[src/rtl/cmd_frame_pkg.sv]
// Shared types and constants for the command frame transmit path.
// Holds the FSM state encoding, frame byte indices and the CRC-8 defaults
// that the receive-side command checker also uses.
package cmd_frame_pkg;

  typedef enum logic [2:0] {
    IDLE    = 3'd0,
    CRC     = 3'd1,
    PRESENT = 3'd2,
    WAIT    = 3'd3,
    DONE    = 3'd4
  } state_e;

  localparam int FRAME_BYTES = 4;

  localparam logic [1:0] IDX_CMD  = 2'd0;
  localparam logic [1:0] IDX_ARG1 = 2'd1;
  localparam logic [1:0] IDX_ARG2 = 2'd2;
  localparam logic [1:0] IDX_CRC  = 2'd3;

  // CRC-8, MSB first, x^8 implicit, no reflection, no final XOR.
  localparam logic [7:0] CRC8_POLY = 8'h07;
  localparam logic [7:0] CRC8_INIT = 8'h00;

  // Number of payload bits folded into the CRC (cmd, arg1, arg2).
  localparam int PAYLOAD_BITS = 24;

  // One serial CRC step: shift in a single message bit.
  function automatic logic [7:0] crc8_step(input logic [7:0] crc,
                                           input logic       bit_in,
                                           input logic [7:0] poly);
    logic fb;
    fb = crc[7] ^ bit_in;
    return {crc[6:0], 1'b0} ^ (fb ? poly : 8'h00);
  endfunction

endpackage

[src/rtl/crc8_serial.sv]
// Bit-serial CRC-8 engine: one message bit per cycle in which step_i is high.
// Ports: clk_i/reset_ni (async active-low), clear_i reloads INIT (wins over
// step_i), step_i advances one bit using bit_in_i, crc_o is the running CRC.
module crc8_serial
  import cmd_frame_pkg::*;
#(
  parameter logic [7:0] POLY = CRC8_POLY,
  parameter logic [7:0] INIT = CRC8_INIT
) (
  input  logic       clk_i,
  input  logic       reset_ni,
  input  logic       clear_i,
  input  logic       step_i,
  input  logic       bit_in_i,
  output logic [7:0] crc_o
);

  logic [7:0] crc_q;
  logic [7:0] crc_d;

  always_comb begin
    crc_d = crc_q;
    if (clear_i) begin
      crc_d = INIT;
    end else if (step_i) begin
      crc_d = crc8_step(crc_q, bit_in_i, POLY);
    end
  end

  always_ff @(posedge clk_i or negedge reset_ni) begin
    if (!reset_ni) begin
      crc_q <= INIT;
    end else begin
      crc_q <= crc_d;
    end
  end

  assign crc_o = crc_q;

endmodule

[src/rtl/cmd_frame_sender.sv]
// Sends a 4-byte response frame (cmd, arg1, arg2, crc) to a byte serializer
// using toggle handshakes: byte_ready_o toggles per new byte, byte_finished_i
// toggles per byte shifted out. Inputs: clk_i, reset_ni (async active-low),
// en_i (freeze), send_i + cmd_i/arg1_i/arg2_i payload, byte_finished_i.
// Outputs: out_byte_o, byte_ready_o, busy_o, crc_o, frame_finished_o (pulse).
module cmd_frame_sender
  import cmd_frame_pkg::*;
#(
  parameter logic [7:0] POLY = CRC8_POLY,
  parameter logic [7:0] INIT = CRC8_INIT
) (
  input  logic       clk_i,
  input  logic       reset_ni,
  input  logic       en_i,
  input  logic       send_i,
  input  logic [7:0] cmd_i,
  input  logic [7:0] arg1_i,
  input  logic [7:0] arg2_i,
  input  logic       byte_finished_i,
  output logic [7:0] out_byte_o,
  output logic       byte_ready_o,
  output logic       busy_o,
  output logic [7:0] crc_o,
  output logic       frame_finished_o
);

  localparam logic [4:0] LAST_BIT = 5'(PAYLOAD_BITS - 1);

  state_e     state_q;
  logic [1:0] idx_q;
  logic [4:0] bitcnt_q;
  logic [7:0] cmd_q, arg1_q, arg2_q;
  logic [7:0] out_byte_q;
  logic       byte_ready_q;
  logic       busy_q;
  logic       frame_finished_q;

  logic       bf_q, bf_qq;
  logic       pending_q, pending_d;

  logic [23:0] payload_w;
  logic [1:0]  idx_next;
  logic [7:0]  next_byte;
  logic        crc_clear, crc_step, crc_bit;
  logic        bit_edge, consume, enter_present;
  logic [7:0]  crc_w;

  assign payload_w = {cmd_q, arg1_q, arg2_q};
  // Counter runs 0..23; bit 23 of the payload is cmd[7], so MSB goes first.
  assign crc_bit   = payload_w[LAST_BIT - bitcnt_q];
  assign crc_clear = en_i && (state_q == IDLE) && send_i;
  assign crc_step  = en_i && (state_q == CRC);

  crc8_serial #(
    .POLY (POLY),
    .INIT (INIT)
  ) u_crc (
    .clk_i    (clk_i),
    .reset_ni (reset_ni),
    .clear_i  (crc_clear),
    .step_i   (crc_step),
    .bit_in_i (crc_bit),
    .crc_o    (crc_w)
  );

  // Handshake edge detection runs even while en_i is low so that an
  // acknowledgement arriving during a pause is not lost.
  assign bit_edge      = bf_q ^ bf_qq;
  assign consume       = en_i && (state_q == WAIT) && pending_q;
  assign enter_present = (crc_step && (bitcnt_q == LAST_BIT)) ||
                         (consume && (idx_q != IDX_CRC));

  always_comb begin
    pending_d = pending_q;
    if (consume)  pending_d = 1'b0;
    if (bit_edge) pending_d = 1'b1;
    // A fresh byte is going out: anything seen so far acknowledges an
    // older byte (or none at all) and must not count.
    if (enter_present) pending_d = 1'b0;
  end

  always_ff @(posedge clk_i or negedge reset_ni) begin
    if (!reset_ni) begin
      bf_q      <= 1'b0;
      bf_qq     <= 1'b0;
      pending_q <= 1'b0;
    end else begin
      bf_q      <= byte_finished_i;
      bf_qq     <= bf_q;
      pending_q <= pending_d;
    end
  end

  assign idx_next = idx_q + 2'd1;

  always_comb begin
    next_byte = cmd_q;
    case (idx_next)
      IDX_CMD:  next_byte = cmd_q;
      IDX_ARG1: next_byte = arg1_q;
      IDX_ARG2: next_byte = arg2_q;
      IDX_CRC:  next_byte = crc_w;
      default:  next_byte = cmd_q;
    endcase
  end

  // Frame sequencer. All outputs are registered here so they change exactly
  // on the state transitions that define them.
  always_ff @(posedge clk_i or negedge reset_ni) begin
    if (!reset_ni) begin
      state_q          <= IDLE;
      idx_q            <= IDX_CMD;
      bitcnt_q         <= 5'd0;
      cmd_q            <= 8'h00;
      arg1_q           <= 8'h00;
      arg2_q           <= 8'h00;
      out_byte_q       <= 8'h00;
      byte_ready_q     <= 1'b0;
      busy_q           <= 1'b0;
      frame_finished_q <= 1'b0;
    end else if (en_i) begin
      case (state_q)
        IDLE: begin
          if (send_i) begin
            cmd_q    <= cmd_i;
            arg1_q   <= arg1_i;
            arg2_q   <= arg2_i;
            idx_q    <= IDX_CMD;
            bitcnt_q <= 5'd0;
            busy_q   <= 1'b1;
            state_q  <= CRC;
          end
        end
        CRC: begin
          bitcnt_q <= bitcnt_q + 5'd1;
          if (bitcnt_q == LAST_BIT) begin
            out_byte_q   <= cmd_q;
            byte_ready_q <= ~byte_ready_q;
            state_q      <= PRESENT;
          end
        end
        PRESENT: begin
          state_q <= WAIT;
        end
        WAIT: begin
          if (pending_q) begin
            if (idx_q == IDX_CRC) begin
              frame_finished_q <= 1'b1;
              busy_q           <= 1'b0;
              state_q          <= DONE;
            end else begin
              idx_q        <= idx_next;
              out_byte_q   <= next_byte;
              byte_ready_q <= ~byte_ready_q;
              state_q      <= PRESENT;
            end
          end
        end
        DONE: begin
          frame_finished_q <= 1'b0;
          state_q          <= IDLE;
        end
        default: begin
          state_q <= IDLE;
        end
      endcase
    end
  end

  assign out_byte_o       = out_byte_q;
  assign byte_ready_o     = byte_ready_q;
  assign busy_o           = busy_q;
  assign crc_o            = crc_w;
  assign frame_finished_o = frame_finished_q;

endmodule

[config.mk]
export PLATFORM = sky130hd
export DESIGN_NAME = cmd_frame_sender
export DESIGN_NICKNAME = d
export VERILOG_FILES = /design/src/rtl/cmd_frame_pkg.sv /design/src/rtl/crc8_serial.sv /design/src/rtl/cmd_frame_sender.sv
export SDC_FILE = /design/constraint.sdc
export NUM_CORES = 1
export LEC_CHECK = 0
export ABC_CLOCK_PERIOD_IN_PS = 3590
export CAP_MARGIN = 20
export CORE_MARGIN = 5
export CORE_UTILIZATION = 41
export DETAILED_ROUTE_END_ITERATION = 10
export HOLD_SLACK_MARGIN = 0.08
export PLACE_DENSITY_LB_ADDON = 0.1
export SYNTH_ARGS = -nofsm -noshare
export SYNTH_HDL_FRONTEND = slang
export SYNTH_SLANG_ARGS = --single-unit
[constraint.sdc]
create_clock -name clk_i -period 3.59 [get_ports clk_i]
set_input_delay 0.718 -clock clk_i [delete_from_list [all_inputs] [get_ports clk_i]]
set_output_delay 0.718 -clock clk_i [all_outputs]
set_load 0.01 [all_outputs]
==> impl_table.tex, run 1 <==
\begin{tabular}{lr}
\hline
Metric & Value \\
\hline
\multicolumn{2}{l}{\textbf{Worst setup path}} \\
R2R setup slack & 1.26 ns \\
Capturing instance or port of the critical path & u\_crc.crc\_o[0] \\
Cell depth of the worst flop-to-flop path & 6 \\
Launch point of the critical path & bitcnt\_q[1] \\
CP max FO & 12 \\
Worst reg2reg path startpoint & bitcnt\_q[1] \\
Cell at the slowest stage of the critical path & sky130\_fd\_sc\_hd\_\_dfrtp\_1 \\
Cell-by-cell trace of the critical path & mux4\_2, mux2\_2, and3\_4, nor3\_4, xor2\_1, o21ai\_1 \\
Worst setup EP type & flop \\
Data arrival time of the critical path & 2.53 ns \\
Critical path buffer and inverter count & 0 \\
Endpoint of the worst register-to-register path & u\_crc.crc\_o[0] \\
CP Launch Type & flop \\
Depth of the critical timing path with buffers and inverters included & 6 \\
Critical Setup Path Class & flop to flop \\
Required arrival time at the worst endpoint & 3.79 ns \\
Worst stage delay on the critical path & 0.68 ns \\
Cell class contributing the biggest share of worst-path delay & multiplexers \\
\multicolumn{2}{l}{\textbf{GRT}} \\
Number of global-route vias before repair & 2217 \\
GR Overflow Total & 0 \\
Overall routing resource usage & 0.163 \\
Largest net degree at the start of global routing & 48 \\
Number of antenna violations at the first check in global routing & 0 \\
Wire length of the first global-routing pass & 11000 µm \\
\multicolumn{2}{l}{\textbf{Timing}} \\
Endpoints failing setup & 0 \\
Post-layout minimum cycle time & 2.33 ns \\
Setup repair after global routing missed its margin & false \\
Count of pins over their slew limit & 0 \\
Fmax & 0.428 GHz \\
Final WS setup & 1.26 ns \\
Transition time at the pin with the least slew margin & 0.558 ns \\
Worst clock skew & 0.0134 ns \\
Final hold violations & 0 \\
Share of the clock period used by the worst path after layout & 0.650 \\
Normalized max-slew margin & 0.623 \\
Setup total negative slack & 0 ns \\
\multicolumn{2}{l}{\textbf{Layout}} \\
Ratio of cells with drive above 1 in the final layout & 0.0735 \\
Multi-input logic area & 1250 µm² \\
Sequential Area & 1400 µm² \\
Post-Layout Inst Area & 3370 µm² \\
N\_diodes & 0 \\
Area growth from synthesis to layout & 22.3\% \\
Fill count & 618 \\
NumNets Final & 374 \\
\multicolumn{2}{l}{\textbf{Routing}} \\
Highest routed metal layer & met4 \\
Average wire length per cell after detail routing & 15.7 µm \\
Drt first pass iters & 6 \\
Total DRC errors in the routed layout & 0 \\
Antenna violation net count after detailed routing & 0 \\
Post-Route M1 WL & 2960 µm \\
Vias after detailed routing & 2216 \\
Starting DRC count in detailed routing & 136 \\
Routed length on met2 & 3160 µm \\
Met3 WL post-DR & 343 µm \\
Ratio of routed vias to standard cells & 5.31 \\
Total wirelength of the detailed-routed design & 6530 µm \\
\multicolumn{2}{l}{\textbf{Yosys}} \\
Simple logic cell fraction of the synthesized area & 0.220 \\
Combinational family with the most area after synthesis & simple AND/OR/NAND/NOR gates \\
Proportion of netlist area held by the largest area contributor & 0.509 \\
Commonest cells post-synth & sky130\_fd\_sc\_hd\_\_nand2\_1 (105), sky130\_fd\_sc\_hd\_\_dfrtp\_1 (56), sky130\_fd\_sc\_hd\_\_a21oi\_1 (14), sky130\_fd\_sc\_hd\_\_clkbuf\_1 (14), sky130\_fd\_sc\_hd\_\_o21ai\_0 (14) \\
Number of nets in the synthesized netlist & 337 \\
Synth area leader & sky130\_fd\_sc\_hd\_\_dfrtp\_1 \\
Multiplexer fraction of the synthesized cell area & 0.0563 \\
Arithmetic-cell share of the synthesized area counting full adders, half adders and majority gates & 0.0272 \\
Share of the yosys chip area belonging to registers & 0.509 \\
Avg Synthesized Cell Area & 9.12 µm² \\
Commonest register cell after synthesis & sky130\_fd\_sc\_hd\_\_dfrtp\_1 \\
Synthesized cell area & 2760 µm² \\
Most frequent cell after synthesis & sky130\_fd\_sc\_hd\_\_nand2\_1 \\
Number of synthesized flops with an enable pin & 0 \\
Synthesized instance count & 302 \\
Async SR Flop Fraction & 1.00 \\
Number of different library cells in the post-synthesis netlist & 37 \\
Count of yosys warnings during synthesis & 0 \\
Synthesized flop and latch total & 56 \\
Ranking of synthesized cells by area & sky130\_fd\_sc\_hd\_\_dfrtp\_1 (51\%), sky130\_fd\_sc\_hd\_\_nand2\_1 (14\%), sky130\_fd\_sc\_hd\_\_mux4\_2 (3.3\%) \\
Share of the synthesized netlist area taken by xor and xnor gates & 0.0350 \\
Compound-gate portion of the synthesized area & 0.115 \\
\multicolumn{2}{l}{\textbf{Clocking}} \\
Count of instances resized after the clock tree is built & 0 \\
Worst-skew pair later-pin latency & 0.32 ns \\
H-tree levels & 2 \\
Clock Root Buffer & sky130\_fd\_sc\_hd\_\_clkbuf\_8 \\
CTS buffer count & 5 \\
Clk sinks & 56 \\
Post-CTS Hold Buffers & 0 \\
Buffers inserted by post-CTS timing repair & 0 \\
Reg clk slew, reported paths & 0.11 ns \\
CTS Buffer Depth & 2 \\
CTS tree & done \\
\multicolumn{2}{l}{\textbf{Floorplanning}} \\
Floorplan die height & 92.0 µm \\
Full die area & 8460 µm² \\
Initial Utilization & 0.427 \\
Chip width & 92.0 µm \\
Total number of placement rows & 29 \\
Core ar. & 6460 µm² \\
Ports & 48 \\
\multicolumn{2}{l}{\textbf{Placement}} \\
Final HPWL DP & 4700 µm \\
Area of placed instances & 3260 µm² \\
Dpl ws & 1.18 ns \\
IO buf count & 47 \\
Placer's final routability congestion estimate & 0.832 \\
\multicolumn{2}{l}{\textbf{Power}} \\
Pleak & 1.53 nW \\
Switching power & 1.09 mW \\
Worst-case vdd ir drop & 0.255 mV \\
Total internal power & 1.67 mW \\
Combinational group share of total power & 0.435 \\
Pwr Density & 820 nW/µm² \\
Clock network fraction of design power & 0.131 \\
Relative contribution of sequential cells to total power & 0.434 \\
Switching share of power & 0.394 \\
\multicolumn{2}{l}{\textbf{Run}} \\
Max\_cap viols & 0 \\
\multicolumn{2}{l}{\textbf{Status}} \\
Run status & finished clean \\
\multicolumn{2}{l}{\textbf{Min path}} \\
Type of the most critical hold path & primary input to async pin \\
\hline
\end{tabular}
worst min path at each step:
| stage | slack (ns) | to | startpoint | depth (start not counted) |
|---|---|---|---|---|
| after global placement | 0.38 | bf_qq | bf_q | 0 |
| after floorplan | 0.37 | bf_qq | bf_q | 0 |
| after global routing | 0.34 | bf_qq | reset_ni | 1 |
| after detailed placement | 0.39 | bf_qq | bf_q | 0 |
| after CTS | 0.42 | bf_qq | bf_q | 0 |
| final | 0.31 | bf_qq | reset_ni | 1 |
placed cells by master, fill, tap and decap left out, types with 2 or more instances in the layout:
master / synthesis / final
sky130_fd_sc_hd__clkdlybuf4s50_1: 0 / 46
sky130_fd_sc_hd__o21ai_1: 3 / 3
sky130_fd_sc_hd__mux2_2: 4 / 4
sky130_fd_sc_hd__inv_1: 6 / 6
sky130_fd_sc_hd__buf_4: 0 / 3
sky130_fd_sc_hd__nand3_1: 8 / 8
sky130_fd_sc_hd__nor2_1: 13 / 13
sky130_fd_sc_hd__dfrtp_1: 56 / 56
sky130_fd_sc_hd__nand4_1: 3 / 3
sky130_fd_sc_hd__xnor2_1: 7 / 7
sky130_fd_sc_hd__mux4_2: 4 / 4
sky130_fd_sc_hd__clkinv_2: 0 / 2
sky130_fd_sc_hd__nor3_1: 2 / 2
sky130_fd_sc_hd__a222oi_1: 8 / 8
sky130_fd_sc_hd__nor2b_1: 4 / 4
sky130_fd_sc_hd__xor2_1: 4 / 4
sky130_fd_sc_hd__ha_1: 6 / 6
sky130_fd_sc_hd__a31o_2: 2 / 2
sky130_fd_sc_hd__mux2i_1: 2 / 2
sky130_fd_sc_hd__nand2b_1: 2 / 2
sky130_fd_sc_hd__a21oi_1: 14 / 14
sky130_fd_sc_hd__o21ai_0: 14 / 14
sky130_fd_sc_hd__clkbuf_8: 0 / 6
sky130_fd_sc_hd__nand2_1: 105 / 105
area by class of cell:
cell class	instances	area share
inverter	6	0.00668
timing repair buffer	51	0.151
clock buffer	6	0.0245
tap	77	0.0286
multi-input combinational	219	0.371
clock inverter	2	0.00297
sequential	56	0.416
cell families after synthesis:
kind of cell / after synthesis
adder cells (fa/ha/maj): 6
multiplexers: 10
XOR/XNOR: 11
buffers and inverters: 27
flip-flops: 56
AO/OA/AOI/OAI: 49
AND/OR/NAND/NOR: 143
power by group through the flow:
stage	Sequential, mW	Combinational [mW]	Clock [mW]
after floorplan	1.11	0.844	0
after global placement	1.21	1.19	0
after detailed placement	1.21	1.21	0
after CTS	1.20	1.22	0.368
after global routing	1.25	1.36	0.390
final	1.20	1.20	0.363
registers in the layout, summed over array words and instances (netlist names):
signal / flops
arg1_q: 8
arg2_q: 8
bf_q: 1
bf_qq: 1
bitcnt_q: 5
busy_o: 1
byte_ready_o: 1
cmd_q: 8
frame_finished_o: 1
idx_q: 2
out_byte_o: 8
pending_q: 1
state_q: 3
u_crc.crc_o: 8
worst register-to-register path: cells and delay by family (launching register included):
family                    cells  cell delay [ns]
AOI/OAI and AO/OA             1             0.07
xor gates and xnor gates      1             0.18
and+or+nand+nor               2             0.45
DFF                           1             0.68
muxes                         2             0.84
through the flow:
stage / power [mW] / utilization / hold slack, ns / instances
floorplan: 1.96 / - / 0.372 / 302
global placement: 2.40 / 0.504 / 0.383 / 408
finish: 2.76 / 0.522 / 0.310 / 417
CTS: 2.79 / 0.519 / 0.416 / 416
global route: 2.99 / 0.522 / 0.335 / 417
detailed placement: 2.42 / 0.504 / 0.393 / 408
routing by layer:
metal | vias up | track usage
met5 | - | 0
met3 | 6 | 0.0336
met1 | 1061 | 0.221
met2 | 60 | 0.260
li1 | 1089 | -
met4 | 0 | 0.0532
Note: power is estimated with default switching activity, not from simulation.
==> inputs of run 2 (changes only) <==
ABC_CLOCK_PERIOD_IN_PS = 2300   (was 3590)
clock period = 2.3 ns   (was 3.59 ns; I/O delays follow)
==> impl_table.tex, run 2 (synthesis results as in run 1) <==
\begin{tabular}{lr}
\hline
Metric & Value \\
\hline
\multicolumn{2}{l}{\textbf{Routing}} \\
Total DRC errors in the routed layout & 0 (unchanged) \\
Ratio of routed vias to standard cells & 5.19 (was 5.31) \\
Vias after detailed routing & 2190 (was 2216) \\
Average wire length per cell after detail routing & 15.5 µm (was 15.7 µm) \\
Drt first pass iters & 5 (was 6) \\
Antenna violation net count after detailed routing & 0 (unchanged) \\
Starting DRC count in detailed routing & 117 (was 136) \\
Total wirelength of the detailed-routed design & 6540 µm (was 6530 µm) \\
\multicolumn{2}{l}{\textbf{Clocking}} \\
H-tree levels & 2 (unchanged) \\
Count of instances resized after the clock tree is built & 0 (unchanged) \\
CTS Buffer Depth & 2 (unchanged) \\
CTS tree & done (unchanged) \\
Worst-skew pair later-pin latency & 0.30 ns (was 0.32 ns) \\
Clock Root Buffer & sky130\_fd\_sc\_hd\_\_clkbuf\_8 (unchanged) \\
Clk sinks & 56 (unchanged) \\
CTS buffer count & 5 (unchanged) \\
Reg clk slew, reported paths & 0.10 ns (was 0.11 ns) \\
\multicolumn{2}{l}{\textbf{Min path}} \\
Hold Path Origin & bf\_q \\
Type of the most critical hold path & flop to flop (was primary input to async pin) \\
\multicolumn{2}{l}{\textbf{Worst setup path}} \\
Endpoint of the worst register-to-register path & u\_crc.crc\_o[0] (unchanged) \\
Cell class contributing the biggest share of worst-path delay & multiplexers (unchanged) \\
Worst stage delay on the critical path & 0.52 ns (was 0.68 ns) \\
Worst reg2reg path startpoint & bitcnt\_q[1] (unchanged) \\
Cell at the slowest stage of the critical path & sky130\_fd\_sc\_hd\_\_mux4\_2 (was sky130\_fd\_sc\_hd\_\_dfrtp\_1) \\
Depth of the critical timing path with buffers and inverters included & 6 (unchanged) \\
Worst setup EP type & flop (unchanged) \\
R2R setup slack & 0.25 ns (was 1.26 ns) \\
Required arrival time at the worst endpoint & 2.49 ns (was 3.79 ns) \\
Critical Setup Path Class & flop to flop (unchanged) \\
CP max FO & 3 (was 12) \\
Launch point of the critical path & bitcnt\_q[1] (unchanged) \\
Capturing instance or port of the critical path & u\_crc.crc\_o[0] (unchanged) \\
Cell depth of the worst flop-to-flop path & 6 (unchanged) \\
Critical path buffer and inverter count & 0 (unchanged) \\
CP Launch Type & flop (unchanged) \\
Data arrival time of the critical path & 2.24 ns (was 2.53 ns) \\
Cell-by-cell trace of the critical path & mux4\_2, mux2\_2, and3\_4, nor3\_4, xor2\_1, o21ai\_1 (unchanged) \\
\multicolumn{2}{l}{\textbf{Floorplanning}} \\
Floorplan die height & 92.0 µm (unchanged) \\
Chip width & 92.0 µm (unchanged) \\
Total number of placement rows & 29 (unchanged) \\
Full die area & 8460 µm² (unchanged) \\
Initial Utilization & 0.427 (unchanged) \\
Ports & 48 (unchanged) \\
Core ar. & 6460 µm² (unchanged) \\
\multicolumn{2}{l}{\textbf{Timing}} \\
Setup repair after global routing missed its margin & false (unchanged) \\
Count of pins over their slew limit & 0 (unchanged) \\
Final hold violations & 0 (unchanged) \\
Worst clock skew & 0.00642 ns (was 0.0134 ns) \\
Final WS setup & 0.251 ns (was 1.26 ns) \\
Fmax & 0.488 GHz (was 0.428 GHz) \\
Share of the clock period used by the worst path after layout & 0.891 (was 0.650) \\
Transition time at the pin with the least slew margin & 0.529 ns (was 0.558 ns) \\
Normalized max-slew margin & 0.643 (was 0.623) \\
Setup total negative slack & 0 ns (unchanged) \\
Post-layout minimum cycle time & 2.05 ns (was 2.33 ns) \\
Endpoints failing setup & 0 (unchanged) \\
\multicolumn{2}{l}{\textbf{Placement}} \\
IO buf count & 47 (unchanged) \\
Placer's final routability congestion estimate & 0.829 (was 0.832) \\
Dpl ws & 0.256 ns (was 1.18 ns) \\
Area of placed instances & 3330 µm² (was 3260 µm²) \\
Final HPWL DP & 4780 µm (was 4700 µm) \\
\multicolumn{2}{l}{\textbf{GRT}} \\
Overall routing resource usage & 0.165 (was 0.163) \\
Number of antenna violations at the first check in global routing & 0 (unchanged) \\
Number of global-route vias before repair & 2273 (was 2217) \\
GR Overflow Total & 0 (unchanged) \\
Largest net degree at the start of global routing & 55 (was 48) \\
Wire length of the first global-routing pass & 11200 µm (was 11000 µm) \\
\multicolumn{2}{l}{\textbf{Layout}} \\
Multi-input logic area & 1250 µm² (unchanged) \\
Sequential Area & 1400 µm² (unchanged) \\
Area growth from synthesis to layout & 25.2\% (was 22.3\%) \\
Leading cell type in the layout, fill and taps excluded & sky130\_fd\_sc\_hd\_\_nand2\_1 (unchanged) \\
Top library cells by usage in the layout, fill and taps aside & sky130\_fd\_sc\_hd\_\_nand2\_1 (105), sky130\_fd\_sc\_hd\_\_dfrtp\_1 (56), sky130\_fd\_sc\_hd\_\_clkdlybuf4s50\_1 (46) (unchanged) \\
N\_diodes & 0 (unchanged) \\
Post-Layout Inst Area & 3450 µm² (was 3370 µm²) \\
NumNets Final & 379 (was 374) \\
Final cell utilization of the core & 0.534 (was 0.522) \\
Ratio of cells with drive above 1 in the final layout & 0.0812 (was 0.0735) \\
Fill count & 600 (was 618) \\
\multicolumn{2}{l}{\textbf{Power}} \\
Pwr Density & 1290 nW/µm² (was 820 nW/µm²) \\
Worst-case vdd ir drop & 0.531 mV (was 0.255 mV) \\
Combinational group share of total power & 0.448 (was 0.435) \\
Relative contribution of sequential cells to total power & 0.411 (was 0.434) \\
Total internal power & 2.75 mW (was 1.67 mW) \\
Clock network fraction of design power & 0.141 (was 0.131) \\
Pleak & 1.57 nW (was 1.53 nW) \\
Post-layout power & 4.45 mW (was 2.76 mW) \\
Switching share of power & 0.382 (was 0.394) \\
Switching power & 1.70 mW (was 1.09 mW) \\
\multicolumn{2}{l}{\textbf{Run}} \\
Max\_cap viols & 0 (unchanged) \\
\multicolumn{2}{l}{\textbf{Status}} \\
Run status & finished clean (unchanged) \\
\hline
\end{tabular}
==> run 2: per-stage QoR <==
stage / cells / hold slack (ns)
after floorplan: 302 / 0.164
after global routing: 422 / 0.442
after global placement: 413 / 0.267
final: 422 / 0.403
after CTS: 422 / 0.410
after detailed placement: 413 / 0.268
==> run 2: power by group through the flow <==
stage	Sequential, mW	Combinational (mW)	Clock [mW]
global route	1.90	2.23	0.684
floorplan	1.74	1.32	0
global placement	1.84	1.98	0
CTS	1.83	2.03	0.647
detailed placement	1.85	2.02	0
finish	1.83	2.00	0.626
==> run 2: metal layers <==
layer  vias up  part of all wire  global-route usage
li1       1107                 -                   -
met1      1036              0.47               0.230
met2        40              0.48               0.265
met3         7             0.041              0.0344
met4         0            0.0087              0.0396
met5         -                 0                   0
==> run 2: what timing repair did <==
item,CTS,global route
buffers inserted,0,0
endpoints found under the hold margin,2,0
hold buffers,1,0
==> run 2: how the worst min path moves through the flow <==
stage          depth (start not counted)   endpoint  slack [ns]
6_report                               0      bf_qq        0.40
5_1_grt                                0      bf_qq        0.44
4_1_cts                                0      bf_qq        0.41
3_5_place_dp                           1       bf_q        0.27
3_3_place_gp                           1       bf_q        0.27
2_1_floorplan                          0  arg1_q[0]        0.16
==> run 2: final cells by class <==
class                      count  share of cell area
timing repair buffer          56               0.166
clock inverter                 2              0.0102
multi-input combinational    219               0.362
inverter                       6             0.00653
clock buffer                   6              0.0210
sequential                    56               0.406
tap                           77              0.0279
